[src/rtl/intr_priority_ctrl.sv]
// -----------------------------------------------------------------------------
// intr_priority_ctrl
//
// N-channel prioritised interrupt controller. It latches the maskable requests
// and a rising-edge NMI, applies the mask register and the global disable,
// picks one winner, and offers it to the multicycle controller with a req/ack
// handshake. The handler signals its return with eoi. The controller does not
// nest interrupts: while a handler runs, new requests wait in their pending
// state.
//
// Build option (macro INTC_IRQ_EDGE_EN):
//   defined   : a rising edge on irq[i] sets a sticky pending[i]. The bit is
//               cleared only when channel i is acked, so the source may pulse
//               irq[i] for a single cycle.
//   undefined : pending is irq registered every cycle (level mode). The source
//               must hold irq[i] until it is serviced. Ack clears nothing.
//
// Ports
//   clk         in   system clock; all state changes on the rising edge
//   rst         in   synchronous, active-high reset
//   irq         in   [N_IRQ]  maskable requests (channel 0 = highest priority)
//   nmi         in   non-maskable request, rising-edge sensitive
//   int_dis     in   global disable of the maskable channels (NMI unaffected)
//   mask_we     in   write strobe for the mask register
//   mask_wdata  in   [N_IRQ]  new mask value (1 = channel enabled)
//   int_ack     in   one-cycle pulse: controller took the offered request
//   eoi         in   one-cycle pulse: handler finished
//   int_req     out  request offered to the controller (registered)
//   is_nmi      out  offered/served request is the NMI
//   int_id      out  [$clog2(N_IRQ)] offered/served channel (0 for NMI)
//   vec_addr    out  [VEC_W] handler vector address
//   in_service  out  a handler is running
//   mask_q      out  [N_IRQ] current mask register
// -----------------------------------------------------------------------------
module intr_priority_ctrl #(
  parameter int                N_IRQ      = 8,
  parameter int                VEC_W      = 32,
  parameter logic [VEC_W-1:0]  VEC_BASE   = 32'h0000_0100,
  parameter int                VEC_STRIDE = 8,
  parameter logic [VEC_W-1:0]  NMI_VEC    = 32'h0000_0080,
  parameter logic [N_IRQ-1:0]  MASK_RST   = {N_IRQ{1'b1}}
) (
  input  logic                       clk,
  input  logic                       rst,
  input  logic [N_IRQ-1:0]           irq,
  input  logic                       nmi,
  input  logic                       int_dis,
  input  logic                       mask_we,
  input  logic [N_IRQ-1:0]           mask_wdata,
  input  logic                       int_ack,
  input  logic                       eoi,
  output logic                       int_req,
  output logic                       is_nmi,
  output logic [$clog2(N_IRQ)-1:0]   int_id,
  output logic [VEC_W-1:0]           vec_addr,
  output logic                       in_service,
  output logic [N_IRQ-1:0]           mask_q
);

  localparam int ID_W = $clog2(N_IRQ);

  typedef enum logic [1:0] {
    IDLE = 2'd0,
    REQ  = 2'd1,
    SERV = 2'd2
  } state_t;

  // ---------------------------------------------------------------------------
  // State
  // ---------------------------------------------------------------------------
  state_t             state_q,      state_d;
  logic [N_IRQ-1:0]   pending_q,    pending_d;
  logic               nmi_prev_q;
  logic               nmi_pend_q,   nmi_pend_d;
  logic [N_IRQ-1:0]   mask_d;
  logic               int_req_q,    int_req_d;
  logic               is_nmi_q,     is_nmi_d;
  logic [ID_W-1:0]    int_id_q,     int_id_d;
  logic [VEC_W-1:0]   vec_addr_q,   vec_addr_d;
  logic               in_service_q, in_service_d;

  // ---------------------------------------------------------------------------
  // Arbitration results (combinational, from registered state)
  // ---------------------------------------------------------------------------
  logic [N_IRQ-1:0]   eligible;
  logic               offer_any;
  logic               win_nmi;
  logic [ID_W-1:0]    win_id;
  logic [VEC_W-1:0]   win_vec;

  // The controller acknowledges whatever is currently on the outputs, so the
  // registered id / is_nmi decide which pending source gets retired.
  logic               ack_take;
  assign ack_take = (state_q == REQ) && int_ack;

  // ---------------------------------------------------------------------------
  // Pending capture
  // ---------------------------------------------------------------------------
`ifdef INTC_IRQ_EDGE_EN
  logic [N_IRQ-1:0]   irq_prev_q;
  logic [N_IRQ-1:0]   ack_clr;

  // A fresh rising edge in the same cycle as the ack of that channel is a new
  // request and therefore wins over the clear.
  for (genvar gi = 0; gi < N_IRQ; gi++) begin : g_edge_pend
    assign ack_clr[gi]   = ack_take && !is_nmi_q && (int_id_q == ID_W'(gi));
    assign pending_d[gi] = (irq[gi] && !irq_prev_q[gi]) ||
                           (pending_q[gi] && !ack_clr[gi]);
  end

  always_ff @(posedge clk) begin
    if (rst) begin
      irq_prev_q <= '0;
    end else begin
      irq_prev_q <= irq;
    end
  end
`else
  // Level mode: pending simply follows the sources one cycle late.
  assign pending_d = irq;
`endif

  // ---------------------------------------------------------------------------
  // Priority arbitration: NMI first, then the lowest eligible channel index.
  // ---------------------------------------------------------------------------
  always_comb begin
    eligible = pending_q & mask_q & {N_IRQ{~int_dis}};
    win_nmi  = nmi_pend_q;
    win_id   = '0;
    // Scan from the top so the lowest set index is the last one written.
    for (int i = N_IRQ - 1; i >= 0; i--) begin
      if (eligible[i]) begin
        win_id = ID_W'(i);
      end
    end
    if (win_nmi) begin
      win_id = '0;
    end
    // Vector arithmetic is done in VEC_W bits and is allowed to wrap.
    win_vec   = win_nmi ? NMI_VEC
                        : VEC_BASE + VEC_W'(win_id) * VEC_W'(VEC_STRIDE);
    offer_any = nmi_pend_q || (|eligible);
  end

  // ---------------------------------------------------------------------------
  // Next-state logic
  // ---------------------------------------------------------------------------
  always_comb begin
    state_d      = state_q;
    int_req_d    = int_req_q;
    is_nmi_d     = is_nmi_q;
    int_id_d     = int_id_q;
    vec_addr_d   = vec_addr_q;
    in_service_d = in_service_q;

    // New mask is registered here, so arbitration sees it one cycle later.
    mask_d = mask_we ? mask_wdata : mask_q;

    // NMI pending is sticky; only the ack of an offered NMI retires it. A new
    // edge arriving in that same cycle is a separate request and re-arms it.
    nmi_pend_d = nmi_pend_q;
    if (ack_take && is_nmi_q) begin
      nmi_pend_d = 1'b0;
    end
    if (nmi && !nmi_prev_q) begin
      nmi_pend_d = 1'b1;
    end

    unique case (state_q)
      IDLE: begin
        if (offer_any) begin
          state_d    = REQ;
          int_req_d  = 1'b1;
          is_nmi_d   = win_nmi;
          int_id_d   = win_id;
          vec_addr_d = win_vec;
        end
      end

      REQ: begin
        // Ack takes precedence over eoi and over any withdrawal in the same
        // cycle: the controller has already committed to the offered request.
        if (int_ack) begin
          state_d      = SERV;
          int_req_d    = 1'b0;
          in_service_d = 1'b1;
        end else if (!offer_any) begin
          state_d   = IDLE;
          int_req_d = 1'b0;
        end else begin
          // Keep re-arbitrating so a late NMI or higher channel preempts.
          is_nmi_d   = win_nmi;
          int_id_d   = win_id;
          vec_addr_d = win_vec;
        end
      end

      SERV: begin
        if (eoi) begin
          state_d      = IDLE;
          in_service_d = 1'b0;
        end
      end

      default: begin
        state_d      = IDLE;
        int_req_d    = 1'b0;
        in_service_d = 1'b0;
      end
    endcase
  end

  // ---------------------------------------------------------------------------
  // Registers
  // ---------------------------------------------------------------------------
  always_ff @(posedge clk) begin
    if (rst) begin
      state_q      <= IDLE;
      pending_q    <= '0;
      // Starting at 1 means an nmi already high through reset is not an edge.
      nmi_prev_q   <= 1'b1;
      nmi_pend_q   <= 1'b0;
      mask_q       <= MASK_RST;
      int_req_q    <= 1'b0;
      is_nmi_q     <= 1'b0;
      int_id_q     <= '0;
      vec_addr_q   <= '0;
      in_service_q <= 1'b0;
    end else begin
      state_q      <= state_d;
      pending_q    <= pending_d;
      nmi_prev_q   <= nmi;
      nmi_pend_q   <= nmi_pend_d;
      mask_q       <= mask_d;
      int_req_q    <= int_req_d;
      is_nmi_q     <= is_nmi_d;
      int_id_q     <= int_id_d;
      vec_addr_q   <= vec_addr_d;
      in_service_q <= in_service_d;
    end
  end

  assign int_req    = int_req_q;
  assign is_nmi     = is_nmi_q;
  assign int_id     = int_id_q;
  assign vec_addr   = vec_addr_q;
  assign in_service = in_service_q;

endmodule

[config.mk]
export PLATFORM = sky130hd
export DESIGN_NAME = intr_priority_ctrl
export DESIGN_NICKNAME = d
export VERILOG_FILES = /design/src/rtl/intr_priority_ctrl.sv
export SDC_FILE = /design/constraint.sdc
export NUM_CORES = 1
export LEC_CHECK = 0
export CORE_UTILIZATION = 65
export DETAILED_ROUTE_END_ITERATION = 12
export DONT_BUFFER_PORTS = 1
export GPL_TIMING_DRIVEN = 1
export HOLD_SLACK_MARGIN = 0.12
export PLACE_DENSITY = 0.93
export SYNTH_ARGS = -nofsm -noshare
export SYNTH_HDL_FRONTEND = slang
export SYNTH_SLANG_ARGS = --single-unit
export TNS_END_PERCENT = 5
[constraint.sdc]
create_clock -name clk -period 1.8 [get_ports clk]
set_input_delay 0.36 -clock clk [delete_from_list [all_inputs] [get_ports clk]]
set_output_delay 0.36 -clock clk [all_outputs]
set_load 0.03 [all_outputs]
==> results of run 1 <==
## how the worst max path moves through the flow
stage	startpoint	end	slack, ps
after global placement	mask_q[2]	vec_addr[8]	340
after CTS	mask_q[2]	vec_addr[8]	210
after detailed placement	mask_q[2]	vec_addr[8]	260
final	mask_q[2]	vec_addr[8]	180
after global routing	mask_q[2]	vec_addr[8]	110
after floorplan	mask_q[2]	vec_addr[8]	410
## metrics by stage
stage          hold slack (ps)  power [mW]  setup slack [ps]  cell area [um^2]  utilization, %
2_1_floorplan              467        1.02               406              1430               -
3_3_place_gp               428       0.971               337              1220            67.0
3_5_place_dp               431       0.981               258              1220            67.0
4_1_cts                    123        1.25               214              1280            70.2
5_1_grt                    123        1.30               115              1290            70.7
6_report                   122        1.25               180              1290            70.7
## routing by layer
layer  share of wire [%]  up-vias  global-route usage [%]
met3                 8.0        5                    5.77
met2                  50       60                    35.3
met1                  40      446                    27.5
met5                   0        -                       0
met4                 1.7        0                    12.0
li1                    -      433                       -
## cell type report
type	instances	share of cell area (%)
flip-flops and latches	27	42.0
multi-input cells	102	48.0
inverters	2	0.583
well taps	25	2.43
clock buffers	3	1.75
clock inverters	1	0.389
repair buffers	7	4.86
## report_power, final
group / leakage [nW] / total, mW / internal [mW] / switching, mW
clock network: 0.0177 / 0.261 / 0.0836 / 0.178
logic: 0.273 / 0.237 / 0.0796 / 0.157
registers: 0.224 / 0.749 / 0.643 / 0.106
total: 0.515 / 1.25 / 0.806 / 0.441
## cells by family after synthesis
group / after synthesis / share of synthesized area (%)
buf+inv: 39 / 20.2
compound gates: 38 / 23.3
simple gates: 37 / 15.5
flops: 27 / 40.6
other cells: 1 / 0.282
## worst max-delay path, stage by stage (launching register included)
cell and delay [ps]:
dfxtp_1 550, nand2_1 240, a41oi_2 320, o21bai_1 160, a21oi_1 90, a211oi_2 190
## flip-flops by register name, indices dropped and copies added (netlist names)
register    flops
in_service      1
int_id          3
int_req         1
mask_q          8
nmi_pend_q      1
nmi_prev_q      1
pending_q       8
state_q         2
vec_addr        2
## cells in the final DEF (no fill, tap or decap), types with 2 or more instances in the layout
cell type	Yosys	layout
dfxtp_1	27	27
dlygate4sd3_1	0	4
buf_4	32	3
clkbuf_4	0	3
o21bai_1	3	3
a211oi_1	2	2
conb_1	1	27
a21oi_1	8	8
inv_1	2	2
a32oi_1	2	2
nand2_1	5	5
nor2b_1	16	16
nor2_1	5	5
a31oi_1	2	2
nor3_1	3	3
a211o_1	8	8
a22oi_2	3	3
==> results_dict.tcl, run 1 <==
set metrics [dict create \
    outcome "finished clean" \
    synth_commonest_cells "buf_4, dfxtp_1, nor2b_1" \
    reg2reg_depth 5 \
    powerDensity_nw_per_um2 969 \
    clkSinkCount 27 \
    arrival_ps 1880 \
    synth_top_area_share_pct 40.6 \
    initial_core_util_pct 73.1 \
    h-tree-depth 1 \
    crit_type "flop to flop" \
    synth_ff_type "dfxtp_1" \
    final.min_clock_period_ps 1620 \
    ir_drop_uv 789 \
    setup_viol 0 \
    vias_per_cell 5.65 \
    cts_hold_buf 3 \
    ys_ff_latch 27 \
    grt_pass1_vias 769 \
    die_w_um 47.2 \
    coreArea_um2 1820 \
    rows 15 \
    cts_buffers 3 \
    drv_slew 0 \
    ios 69 \
    tns_ps 0 \
    die-area_um2 2230 \
    cts_resized 0 \
    fin_nets 166 \
    grt_antenna_before_repair 0 \
    yosysWarnings 0 \
    die_y_um 47.2 \
    skew_ps 4.55 \
    fillers 143 \
    synth_cell_types 36 \
    worst_pin_slew_ps 827 \
    clk_latency_ps 330 \
    rsz0062_at_grt "no" \
    cp.required_ps 2060 \
    synth_top_area_cell "dfxtp_1" \
    gp_congestion 0.762 \
    netlist_area_um2 1330 \
    min_from "rst" \
    route.detailed.drc 0 \
    drtIter0Drc 25 \
    yosysMostFrequentCell "buf_4" \
    p_leak_nw 0.515 \
    wl_per_cell_um 14.4 \
    antenna_left 0 \
    async_flop_share_pct 0 \
    synth_edf_count 0 \
    relSlewSlack_pct 44.7 \
    root_buffer "clkbuf_4" \
    placed_cells_incl_taps 159 \
    dpl.hpwl_um 1650 \
    dr.pass1.iters 4 \
    cts_tree "yes" \
    drt-total-wl_um 2410 \
    multi_input_area_um2 618 \
    drive_gt1_share_pct 12.0 \
    overflow 0 \
    hold_viol_final 0 \
    grt_usage_pct 22.3 \
    hold_depth 1 \
    syn_inst 142 \
    final_cell_count_no_fill 167 \
    cap_violations 0 \
    antennaDiodeCount 0 \
    seqCellArea_um2 541 \
    portBuffers 0 \
    yosysSeqAreaShare_pct 40.6 \
    hold_path_end "mask_q[1]" \
    areaGrowthSynthToFinish_pct -3.20 \
    cts_setup_buffers 0 \
    fmax_mhz 617 \
    hp-class "primary input to flop" \
    r2r-start "mask_q[2]" \
    critPathLaunchType "flop" \
    r2r_end "vec_addr[8]" \
    cts_max_path_buffers 2 \
    grt_pass1_wl_um 3390 \
    avgSynthCellArea_um2 9.37 \
    period_share_pct 90.0 \
    grt_max_degree 23 \
    cp_max_fo 5 \
    clk_pin_slew_worst_paths_ps 140 \
    endpoint_kind "flop" \
    ff2ff_setup_slack_ps 180 \
    yosys-top-cells-area "dfxtp_1, buf_4, nor2b_1, a211o_1, a21oi_1" \
    via_count 944 \
]
No activity file was read; power rests on OpenSTA's default activity.
==> inputs of run 2 (changes only) <==
--- a/config.mk
+++ b/config.mk
@@ -5,12 +5,13 @@
 export SDC_FILE = /design/constraint.sdc
 export NUM_CORES = 1
 export LEC_CHECK = 0
-export CORE_UTILIZATION = 65
+export CAP_MARGIN = 20
+export CORE_UTILIZATION = 61
 export DETAILED_ROUTE_END_ITERATION = 12
 export DONT_BUFFER_PORTS = 1
 export GPL_TIMING_DRIVEN = 1
 export HOLD_SLACK_MARGIN = 0.12
-export PLACE_DENSITY = 0.93
+export PLACE_DENSITY = 0.89
 export SYNTH_ARGS = -nofsm -noshare
 export SYNTH_HDL_FRONTEND = slang
 export SYNTH_SLANG_ARGS = --single-unit
==> constraint.sdc (replaced) <==
create_clock -name clk -period 1.7 [get_ports clk]
set_input_delay 0.34 -clock clk [delete_from_list [all_inputs] [get_ports clk]]
set_output_delay 0.34 -clock clk [all_outputs]
set_load 0.03 [all_outputs]
==> run 2 against run 1 <==
Hold slack better by 5.8 ps. Setup slack improved by 52 ps. Global-route usage shrank 2.0 points. Sequential share of layout area fell by 2.4 points. Design area up 6.1%. Cell count increased by 6.6%. Critical path depth decreased by 3. First-iteration DRC count fell by 44%. Core utilization is 2.5 points lower. Clock power grew 2%. Register-to-register slack improved by 50 ps. Critical path type is now primary input to flop.
==> results_dict.tcl, run 2 (synthesized netlist as in run 1, its figures left out) <==
set metrics [dict create \
    initial_core_util_pct 66.4 \
    final_cell_count_no_fill 178 \
    via_count 953 \
    gp_congestion 0.704 \
    outcome "finished clean" \
    grt_pass1_vias 888 \
    cpPeakStageDelay_ps 1160 \
    die_y_um 48.7 \
    coreArea_um2 2000 \
    overflow 0 \
    route.detailed.drc 0 \
    crit_slowest_cell "dlygate4sd3_1" \
    antenna_left 0 \
    portBuffers 0 \
    period_share_pct 86.4 \
    clk_latency_ps 320 \
    min_from "mask_wdata[3]" \
    postLayoutCellArea_um2 1370 \
    fin_util_pct 68.3 \
    crit_family "buffers and inverters" \
    r2r-start "mask_q[6]" \
    antennaDiodeCount 0 \
    hold_path_end "mask_q[3]" \
    hold_viol_final 0 \
    grt_pass1_wl_um 3720 \
    drt-total-wl_um 2340 \
    relSlewSlack_pct 36.6 \
    drtIter0Drc 14 \
    critPathLaunchType "primary input" \
    powerDensity_nw_per_um2 973 \
    fmax_mhz 681 \
    cp.required_ps 1980 \
    p_leak_nw 0.552 \
    die_w_um 48.7 \
    reg2reg_depth 5 \
    worst_pin_slew_ps 948 \
    hold_depth 1 \
    final.min_clock_period_ps 1470 \
    grt_max_degree 27 \
    fin_nets 175 \
    cts_tree "yes" \
    switchingPower_uw 455 \
    dpl.hpwl_um 1710 \
    root_buffer "clkbuf_4" \
    sequentialPowerShare_pct 57.6 \
    ios 69 \
    tns_ps 0 \
    clk_pin_slew_worst_paths_ps 130 \
    dr.pass1.iters 4 \
    drv_slew 0 \
    cp_max_fo 26 \
    areaGrowthSynthToFinish_pct 2.73 \
    clkSinkCount 27 \
    cap_violations 0 \
    setup_viol 0 \
    vias_per_cell 5.35 \
    final_cell_mix "conb_1, dfxtp_1, nor2b_1" \
    r2r_end "vec_addr[8]" \
    hp-class "primary input to flop" \
    ff2ff_setup_slack_ps 230 \
    critPathBufInv 1 \
    skew_ps 3.10 \
    ir_drop_uv 823 \
    arrival_ps 1740 \
    crit_type "primary input to flop" \
    dpl_cell_area_um2 1260 \
    p_comb_share_pct 22.3 \
    wl_per_cell_um 13.2 \
    rows 16 \
    h-tree-depth 1 \
    grt_antenna_before_repair 0 \
    pwr-share-clk_pct 20.1 \
    path_cells "dlygate4sd3_1 -> or2_2" \
    switching_share_pct 34.2 \
    drive_gt1_share_pct 13.9 \
    grt_usage_pct 20.3 \
    placed_cells_incl_taps 166 \
    endpoint_kind "flop" \
    die-area_um2 2370 \
    cts_setup_buffers 0 \
    cts_buffers 3 \
    cts_max_path_buffers 2 \
    rsz0062_at_grt "no" \
    p_int_uw 874 \
    holdWs_ps 128 \
]
run 2: timing repair:
item,CTS,global route
hold buffers,4,4
gates resized for setup,0,0
endpoints found under the hold margin,26,4
endpoints found under the setup margin,0,0
run 2: worst max path at each step:
stage	startpoint	endpoint	slack, ps	depth (start not counted)
floorplan	mask_q[2]	vec_addr[8]	310	5
global placement	mask_q[6]	vec_addr[8]	300	5
detailed placement	mask_q[6]	vec_addr[8]	280	5
CTS	mask_q[6]	vec_addr[8]	230	5
global route	mask_q[6]	vec_addr[8]	130	5
finish	rst	nmi_prev_q	230	2
run 2: layer usage:
metal	wire, um	global-route usage, %
met5	0	0
met2	1160	36.1
met3	183	6.29
met4	55	10.3
met1	947	21.3
run 2: power by group through the flow:
| stage | combinational (mW) | clock, mW | sequential (mW) |
|---|---|---|---|
| 6_report | 0.296 | 0.267 | 0.766 |
| 5_1_grt | 0.320 | 0.293 | 0.773 |
| 4_1_cts | 0.288 | 0.275 | 0.766 |
| 3_5_place_dp | 0.270 | 0 | 0.781 |
| 3_3_place_gp | 0.263 | 0 | 0.778 |
| 2_1_floorplan | 0.287 | 0 | 0.788 |
run 2: layout make-up:
class | instances | area [um^2]
Tap cell | 27 | 33.8
Fill cell | 159 | 636
Sequential cell | 27 | 541
Inverter | 2 | 7.51
Clock buffer | 4 | 26.3
Multi-Input combinational cell | 102 | 618
Timing Repair Buffer | 16 | 140
run 2: per-stage QoR:
stage,setup WS [ps],power [mW]
after floorplan,306,1.07
after global placement,304,1.04
after detailed placement,279,1.05
after CTS,226,1.33
after global routing,133,1.39
final,232,1.33
